`config.mk`:
```
export PLATFORM = sky130hd
export DESIGN_NAME = conv1x1_arbiter
export DESIGN_NICKNAME = d
export VERILOG_FILES = /design/src/rtl/conv1x1_arbiter.sv
export SDC_FILE = /design/constraint.sdc
export NUM_CORES = 1
export LEC_CHECK = 0
export ABC_AREA = 1
export BUFFER_PORTS_ARGS = -buffer_cell sky130_fd_sc_hd__buf_2
export CORE_AREA = 2 2 81 103
export DETAILED_ROUTE_END_ITERATION = 16
export DIE_AREA = 0 0 83 105
export PLACE_DENSITY_LB_ADDON = 0.15
export REMOVE_ABC_BUFFERS = 1
export SLEW_MARGIN = 20
export SYNTH_ARGS = -nofsm -noshare
export SYNTH_HDL_FRONTEND = slang
export SYNTH_SLANG_ARGS = --single-unit
```
`constraint.sdc`:
```
create_clock -name clk -period 3.49 [get_ports clk]
set_clock_uncertainty 0.15 [all_clocks]
set_input_delay 0.1745 -clock clk [delete_from_list [all_inputs] [get_ports clk]]
set_output_delay 0.1745 -clock clk [all_outputs]
set_load 0.01 [all_outputs]
```
`src/rtl/conv1x1_arbiter.sv`:
```
// Round-robin arbiter sharing one fixed-latency conv1x1 datapath.
// Define CONV1X1_ARB_BURST_EN to lock grants for BURST_LEN beats.
module conv1x1_arbiter #(
  parameter int NUM_REQ   = 4,
  parameter int DW        = 16,
  parameter int LAT       = 3,
  parameter int BURST_LEN = 8
) (
  input  logic                  clk,
  input  logic                  rst,
  input  logic [NUM_REQ-1:0]    req_valid,
  input  logic [NUM_REQ*DW-1:0] req_data,
  output logic [NUM_REQ-1:0]    req_ready,
  output logic [DW-1:0]         conv_din,
  output logic                  conv_en,
  input  logic [DW-1:0]         conv_dout,
  input  logic                  conv_douten,
  output logic [NUM_REQ-1:0]    rsp_valid,
  output logic [DW-1:0]         rsp_data,
  output logic [2:0]            inflight,
  output logic                  err_tag
);

  localparam int IW = 3;
  localparam logic [NUM_REQ-1:0] ONE =
    {{(NUM_REQ-1){1'b0}}, 1'b1};

  function automatic logic [IW-1:0] wrap_inc(
    input logic [IW-1:0] v
  );
    if (int'(v) >= NUM_REQ - 1) return '0;
    return v + 3'd1;
  endfunction

  logic [7:0]    valid_ext;
  logic [IW-1:0] rr_ptr;
  logic [IW-1:0] search_base;
  logic [IW-1:0] cand;
  logic [IW-1:0] grant_id;
  logic          grant_any;
  logic          accept;
  logic [DW-1:0] sel_data;
  logic [IW-1:0] conv_id;

  logic [LAT-1:0] tag_vld;
  logic [IW-1:0]  tag_id [LAT];
  logic           tail_vld;
  logic [IW-1:0]  tail_id;

  assign valid_ext = 8'(req_valid);

`ifdef CONV1X1_ARB_BURST_EN
  logic [7:0]    beat_cnt;
  logic [IW-1:0] lock_id;
  logic          locked;
  logic          owner_on;
  localparam logic [7:0] BL8 = 8'(BURST_LEN);

  assign locked   = beat_cnt != 8'd0;
  assign owner_on = valid_ext[lock_id];
  // an owner that drops valid ends its burst this cycle
  assign search_base = (locked && !owner_on) ?
                       wrap_inc(lock_id) : rr_ptr;
`else
  assign search_base = rr_ptr;
`endif

  always_comb begin
    grant_any = 1'b0;
    grant_id  = '0;
    cand      = search_base;
    for (int k = 0; k < NUM_REQ; k++) begin
      if (!grant_any && valid_ext[cand]) begin
        grant_any = 1'b1;
        grant_id  = cand;
      end
      cand = wrap_inc(cand);
    end
`ifdef CONV1X1_ARB_BURST_EN
    if (locked && owner_on) begin
      grant_any = 1'b1;
      grant_id  = lock_id;
    end
`endif
  end

  assign accept    = grant_any && !rst;
  assign req_ready = accept ? (ONE << grant_id) : '0;
  assign sel_data  = req_data[int'(grant_id)*DW +: DW];

`ifdef CONV1X1_ARB_BURST_EN
  always_ff @(posedge clk) begin
    if (rst) begin
      rr_ptr   <= '0;
      beat_cnt <= 8'd0;
      lock_id  <= '0;
    end else if (accept && locked && owner_on) begin
      if (beat_cnt + 8'd1 == BL8) begin
        beat_cnt <= 8'd0;
        rr_ptr   <= wrap_inc(grant_id);
      end else begin
        beat_cnt <= beat_cnt + 8'd1;
      end
    end else if (accept) begin
      if (locked) rr_ptr <= wrap_inc(lock_id);
      if (BL8 == 8'd1) begin
        beat_cnt <= 8'd0;
        rr_ptr   <= wrap_inc(grant_id);
      end else begin
        beat_cnt <= 8'd1;
        lock_id  <= grant_id;
      end
    end else if (locked && !owner_on) begin
      beat_cnt <= 8'd0;
      rr_ptr   <= wrap_inc(lock_id);
    end
  end
`else
  always_ff @(posedge clk) begin
    if (rst) begin
      rr_ptr <= '0;
    end else if (accept) begin
      rr_ptr <= wrap_inc(grant_id);
    end
  end
`endif

  always_ff @(posedge clk) begin
    if (rst) begin
      conv_en  <= 1'b0;
      conv_din <= '0;
      conv_id  <= '0;
    end else begin
      conv_en <= accept;
      if (accept) begin
        conv_din <= sel_data;
        conv_id  <= grant_id;
      end
    end
  end

  always_ff @(posedge clk) begin
    if (rst) begin
      tag_vld <= '0;
      for (int k = 0; k < LAT; k++) tag_id[k] <= '0;
    end else begin
      tag_vld[0] <= conv_en;
      tag_id[0]  <= conv_id;
      for (int k = 1; k < LAT; k++) begin
        tag_vld[k] <= tag_vld[k-1];
        tag_id[k]  <= tag_id[k-1];
      end
    end
  end

  assign tail_vld = tag_vld[LAT-1];
  assign tail_id  = tag_id[LAT-1];

  always_ff @(posedge clk) begin
    if (rst) begin
      rsp_valid <= '0;
      rsp_data  <= '0;
      err_tag   <= 1'b0;
      inflight  <= 3'd0;
    end else begin
      rsp_valid <= '0;
      if (conv_douten) begin
        rsp_data <= conv_dout;
        if (tail_vld) rsp_valid <= ONE << tail_id;
      end
      if (conv_douten != tail_vld) err_tag <= 1'b1;
      unique case ({conv_en, tail_vld})
        2'b10:   inflight <= inflight + 3'd1;
        2'b01:   inflight <= inflight - 3'd1;
        default: inflight <= inflight;
      endcase
    end
  end

endmodule
```
; Word level (Yosys, flattened, before mapping)
; Memory sizes are Yosys's and may differ from the RTL's.
; Cells that the tools add are included.
[word_totals]
regBits = 50
input_bits = 87
ram_bits = 9
elab_cells = 83
memories = 1
[op_classes]
reduce_logical = 10
muxes = 38
n_bitwise = 5
order_cmp = 8
shifts = 3
eq_ne = 3
addsub = 6
[mem_list]
columns = memory, depth, width, rd, rd_ports_with_merged_regs, write_ports, line
row1 = tag_id, 3, 3, 3, 0, 3, 46  ; logic [IW-1:0] tag_id [LAT];
[op_table]
columns = cell, count
row1 = variable part select 64 x 8 -> 16 bit, 1
row2 = two-way mux 3 bit, 15
row3 = two-way mux 1 bit, 17
row4 = "less-than comparator 3 x 4 -> 1 bit, second input constant", 4
row5 = "adder 3 x 1 -> 3 bit, second input constant", 5
row6 = binary-select mux 1 bit (select 3 bit), 4
row7 = "greater-or-equal comparator 3 x 2 -> 1 bit, second input constant", 4
row8 = "<< shifter 1 x 3 -> 4 bit, first input constant", 2
row9 = one-hot mux 3 bit (2 select lines), 1
row10 = logical AND 1 bit, 4
row11 = zero test 1 bit, 4
row12 = two-way mux 4 bit, 1
row13 = bitwise OR 1 bit, 3
row14 = OR reduction 3 bit, 1
row15 = "subtractor 3 x 1 -> 3 bit, second input constant", 1
row16 = "== test 2 x 1 -> 1 bit, second input constant", 1
row17 = "== test 2 bit, second input constant", 1
row18 = inverter 1 bit, 2
row19 = nonzero test 2 bit, 1
row20 = != test 1 bit, 1

; Logic depth before layout (Yosys ltp)
[depth]
depth_word = 18
depth_mapped = 25
ltp_nobuf = 24

; Least setup slack after synthesis
; OpenSTA, ideal clock, no wires.
[synth_timing]
kind = reg2reg
from = register rr_ptr[2]
to = register rr_ptr[2]
path_stages_with_launch = 22
slack_ps = 99
path_buffers = 1
setup_time_ps = 128
t_arrival_ps = 3113
cell_sequence = dfxtp_1 > inv_1 > ha_1 > nor2_8 > nand3_4 > ha_1 > nand2_1 > ha_1 > nand2_1 > inv_1 > a21oi_1 > o21ai_0 > nand3_1 > nor2_2 > nand2_2 > nand2_4 > buf_6 > inv_2 > ha_1 > ha_1 > nand3b_1 > o31ai_1
[synth_via]
elab_chain_len = 18
word_cells_on_any_way = 41
classes_between = add/sub: 4 / order compare: 4 / mux: 26 / reduce/logical: 7
[synth_lines]
columns = element, line
row1 = "start, declared", 36  ; logic [IW-1:0] rr_ptr;
row2 = "start signal, assigned", 123  ; rr_ptr <= wrap_inc(grant_id);
row3 = greater-or-equal comparator 3 x 2 -> 1 bit, 31  ; if (int'(v) >= NUM_REQ - 1) return '0;
row4 = two-way mux 1 bit, 31
row5 = two-way mux 3 bit, 32  ; return v + 3'd1;
row6 = greater-or-equal comparator 3 x 2 -> 1 bit or binary-select mux 1 bit (select 3 bit) (tied branches), "31, 73"
row7 = "two-way mux 1 bit, on equally long branches", "31, 73"
row8 = two-way mux 3 bit or logical AND 1 bit (tied branches), "32, 73"
row9 = greater-or-equal comparator 3 x 2 -> 1 bit (tied with other cells), 31
row10 = two-way mux 1 bit (tied with other cells), 31
row11 = (+3 left out), n/a
row12 = logical AND 1 bit, 73  ; if (!grant_any && valid_ext[cand]) begin
row13 = two-way mux 3 bit (*), 73
row14 = via grant_id[0], 39  ; logic [IW-1:0] grant_id;
row15 = greater-or-equal comparator 3 x 2 -> 1 bit, 31
row16 = two-way mux 1 bit, 31
row17 = two-way mux 1 bit, 122  ; end else if (accept) begin
row18 = two-way mux 1 bit, 120  ; if (rst) begin
row19 = two-way mux 3 bit (*), 32
; The timed path passes the listed nets; every way through them passes the cells marked *. The select of a mux whose other input is x is not followed.
; A chain may end at the register's enable or synchronous reset.

; Worst setup path after layout
[layout_timing]
from = register rr_ptr[0]
to = output port req_ready[3]
[layout_via]
elab_chain_len = 15
word_cells_on_any_way = 37
classes_between = add/sub: 3 / order compare: 3 / shift: 1 / mux: 23 / reduce/logical: 7
[layout_lines]
columns = element, line
row1 = greater-or-equal comparator 3 x 2 -> 1 bit, 31
row2 = two-way mux 1 bit, 31
row3 = two-way mux 3 bit, 32
row4 = greater-or-equal comparator 3 x 2 -> 1 bit or binary-select mux 1 bit (select 3 bit) (tied branches), "31, 73"
row5 = "two-way mux 1 bit, on equally long branches", "31, 73"
row6 = two-way mux 3 bit or logical AND 1 bit (tied branches), "32, 73"
row7 = greater-or-equal comparator 3 x 2 -> 1 bit (tied with other cells), 31
row8 = two-way mux 1 bit (tied with other cells), 31
row9 = two-way mux 3 bit or logical AND 1 bit (tied branches), "32, 73"
row10 = binary-select mux 1 bit (select 3 bit) or two-way mux 1 bit (tied branches), 73
row11 = two-way mux 1 bit (not written as such) or zero test 1 bit (tied branches), 73
row12 = logical AND 1 bit, 73
row13 = two-way mux 3 bit (*), 73
row14 = via grant_id[0], 39
row15 = << shifter 1 x 3 -> 4 bit (*), 88  ; assign req_ready = accept ? (ONE << grant_id) : '0;
row16 = two-way mux 4 bit (*), 88
row17 = "end, declared", 13  ; output logic [NUM_REQ-1:0] req_ready,
; Marks and branches as above.

==> summary.md <==
| Metric | Value |
|---|---|
| Status | `finished, final reports clean` |
| Remaining Overflow, GRT | `0` |
| Io pins | `132` |
| Die H | `105 um` |
| FP Rows | `36` |
| Area delta synth->final | `42.55%` |
| # DRC | `0` |
| Synth Area in Adders | `5.360%` |
| Max-cap viol count | `0` |
| Sequential area share after synthesis | `34.65%` |
| Hold Path Class | `in2reg` |
| DP HPWL | `6300 um` |
| Ys async rst share | `0%` |
| Worst reg-to-reg path cell count | `19` |
| Largest net degree at the start of global routing | `38` |
| Simple-gate area share of the yosys netlist | `38.91%` |
| Final setup vio count | `0` |
| Mux share of post-synthesis cell area | `0%` |
| Worst reg2reg path endpoint | `rr_ptr[0]` |
| Share of layout cells above drive strength 1 | `32.38%` |
| Syn avg cell area | `6.443 um2` |
| Startpoint Class | `flop` |
| Hold wc startpoint | `rst` |
| Flops & latches, synth | `59` |
| Crit. End Element | `output pin` |
| Main combinational cell family by area after synthesis | `simple AND/OR/NAND/NOR gates` |
| Most frequent cells in the layout | `buf_2, nand2_1, inv_1` |
| CP Launch Point | `rr_ptr[0]` |
| Post-route cell area | `4858 um2` |
| Mapped Area | `3408 um2` |
| Worst slack at placement | `-0.02042 ns` |
| FF+latch area | `1184 um2` |
| Maximum VDD drop | `0.7160 mV` |
| Ranking of synthesized cells by area | `dfxtp_1, nand3_1, nand2_1` |
| Share of the synthesized area in the top cell type | `34.65%` |
| Final WL | `9492 um` |
| Area occupied by multi-input gates | `1851 um2` |
| Die area | `8715 um2` |
| Final net count | `797` |
| Final hold violation count | `0` |
| Fin crit share | `97.13%` |
| Most common cell after layout, fill and taps aside | `buf_2` |
| YS warnings | `0` |
| Max Slew Vio Count | `0` |
| Number of synthesized flops with an enable pin | `0` |
| Initial Utilization | `44.25%` |
| Max-slew headroom | `65.91%` |
| Drt first-iter violations | `125` |
| GP Congestion | `0.9006` |
| Top FF cell, synth | `dfxtp_1` |
| DR vias/cell | `4.697` |
| Wire per inst | `11.92 um` |
| Reg2reg setup slack | `0.28 ns` |
| Arr. time, crit path | `3.07 ns` |
| Worst setup margin | `0.1001 ns` |
| CTS tree | `built` |
| Post-synthesis compound-gate area fraction | `4.883%` |
| Worst-Margin Slew | `0.5095 ns` |
| CTS clk-pin slew, worst paths | `0.07 ns` |
| TritonRoute pass-1 iters | `4` |
| Synth unique cells | `30` |
| Fmax | `0.2950 GHz` |
| Hold Path Sink | `tag_id[0][2]` |
| Worst setup path class | `reg2out` |
| Num CTS Buffers | `9` |
| Core area | `7702 um2` |
| Antenna diodes | `0` |
| GRT Total Usage | `20.89%` |
| RR Startpoint | `rr_ptr[0]` |
| Port-buffer cells | `131` |
| Hold Path Cell Cnt | `2` |
| Post-Synthesis Cells | `529` |
| Vias | `3739` |
| Number of global-route vias before repair | `3536` |
| Fill cells | `706` |
| H-tree depth | `3` |
| Tmin final | `3.390 ns` |
| Placement-stage cell area | `4136 um2` |
| Clk Latency, worst-skew pair | `0.32 ns` |
| Design Power | `5.356 mW` |
| Synth Area in XOR/XNOR | `0%` |
| Die width | `83 um` |
| CTS Root Cell | `clkbuf_8` |
| LEAKAGE | `2.725 nW` |
| Post-synth top area cell | `dfxtp_1` |
| Req. time, crit path | `3.17 ns` |
| DRT antenna net count | `0` |
| Sink Count | `59` |
| PwrDens | `1102 nW/um2` |
| First-pass GRT wire length | `15200 um` |
| Max FO, Critical Path | `5` |
| Initial antenna violation count | `0` |
| CTS Buffer Depth | `2` |
==> sequential cells by signal (all words and copies together), names as in the netlist <==
signal	flops
conv_en	1
tag_id	9
tag_vld	3
rsp_data	16
inflight	3
conv_din	16
rr_ptr	3
rsp_valid	4
conv_id	3
err_tag	1
==> kinds of logic after synthesis <==
| logic type | count (synthesis) |
|---|---|
| flip-flops | 59 |
| adder cells (fa/ha/maj) | 14 |
| AO/OA/AOI/OAI | 31 |
| other | 1 |
| AND/OR/NAND/NOR | 291 |
| buffers and inverters | 133 |
==> how the worst max path moves through the flow <==
stage | depth (start not counted) | to
global route | 24 | req_ready[3]
detailed placement | 20 | req_ready[0]
floorplan | 20 | rr_ptr[2]
CTS | 24 | req_ready[3]
global placement | 20 | req_ready[2]
finish | 24 | req_ready[3]
==> stage by stage <==
step           hold slack (ns)  setup TNS [ns]  utilization, %  cells
2_1_floorplan          0.09568         -0.4534               -    509
3_3_place_gp            0.2401               0           53.70    745
3_5_place_dp            0.2465        -0.02042           53.70    745
4_1_cts                0.05629               0           61.16    790
5_1_grt                0.07706        -0.07618           63.08    796
6_report               0.06819               0           63.08    796
==> metal layers <==
layer | vias to the layer above | wire length [um] | global-route usage, %
met5 | - | 0 | 0
met4 | 0 | 133 | 6.440
met3 | 11 | 465 | 3.949
met2 | 116 | 4955 | 40.03
met1 | 1660 | 3937 | 22.85
li1 | 1952 | - | -
==> worst max-delay path, stage by stage, from the launching register on <==
cell and delay (ns):
dfxtp_2 0.34, ha_4 0.16, ha_4 0.17, nor2_8 0.13, nand3_4 0.12, nand2_4 0.10, inv_4 0.04, ha_4 0.15
inv_2 0.06, ha_4 0.13, nand2_2 0.05, inv_2 0.08, a21oi_2 0.05, o21ai_2 0.06, nand3_2 0.11, nor2_4 0.16
inv_2 0.06, nand2_4 0.06, nand2_4 0.06, inv_4 0.07, ha_4 0.14, ha_4 0.13, inv_2 0.04, nor2_4 0.12
buf_6 0.12
==> timing repair <==
item | in CTS | in global routing
pin swaps | 14 | 14
gates resized for setup | 29 | 26
gates cloned | 0 | 1
hold buffers | 16 | 0
buffers inserted | 13 | 5
setup endpoints to repair | 4 | 21
endpoints found under the hold margin | 16 | 0
==> layout make-up <==
cell class / instances / share of cell area [%]
multi-input combinational: 338 / 38.09
sequential: 59 / 24.36
timing repair buffer: 175 / 21.97
inverter: 112 / 8.988
clock buffer: 11 / 2.910
tap: 95 / 2.447
clock inverter: 5 / 1.082
timing repair inverter: 1 / 0.1545
==> power breakdown <==
part / switching (mW) / internal, mW
clock: 0.269 / 0.346
sequential: 0.0670 / 0.830
combinational: 2.24 / 1.61
==> cell usage after synthesis, types with 2 or more instances <==
master	instances
nand2_1	115
inv_1	106
nand3_1	97
dfxtp_1	59
nor2_1	59
o21ai_0	22
ha_1	13
buf_2	7
clkbuf_1	7
a21oi_1	5
nand2_4	5
buf_6	4
inv_2	3
nand3_2	3
nor2_2	3
buf_4	2
clkinv_1	2
nand2_2	2
nand3b_1	2
nand4_1	2
o31ai_1	2
(Power assumes the default switching activity.)
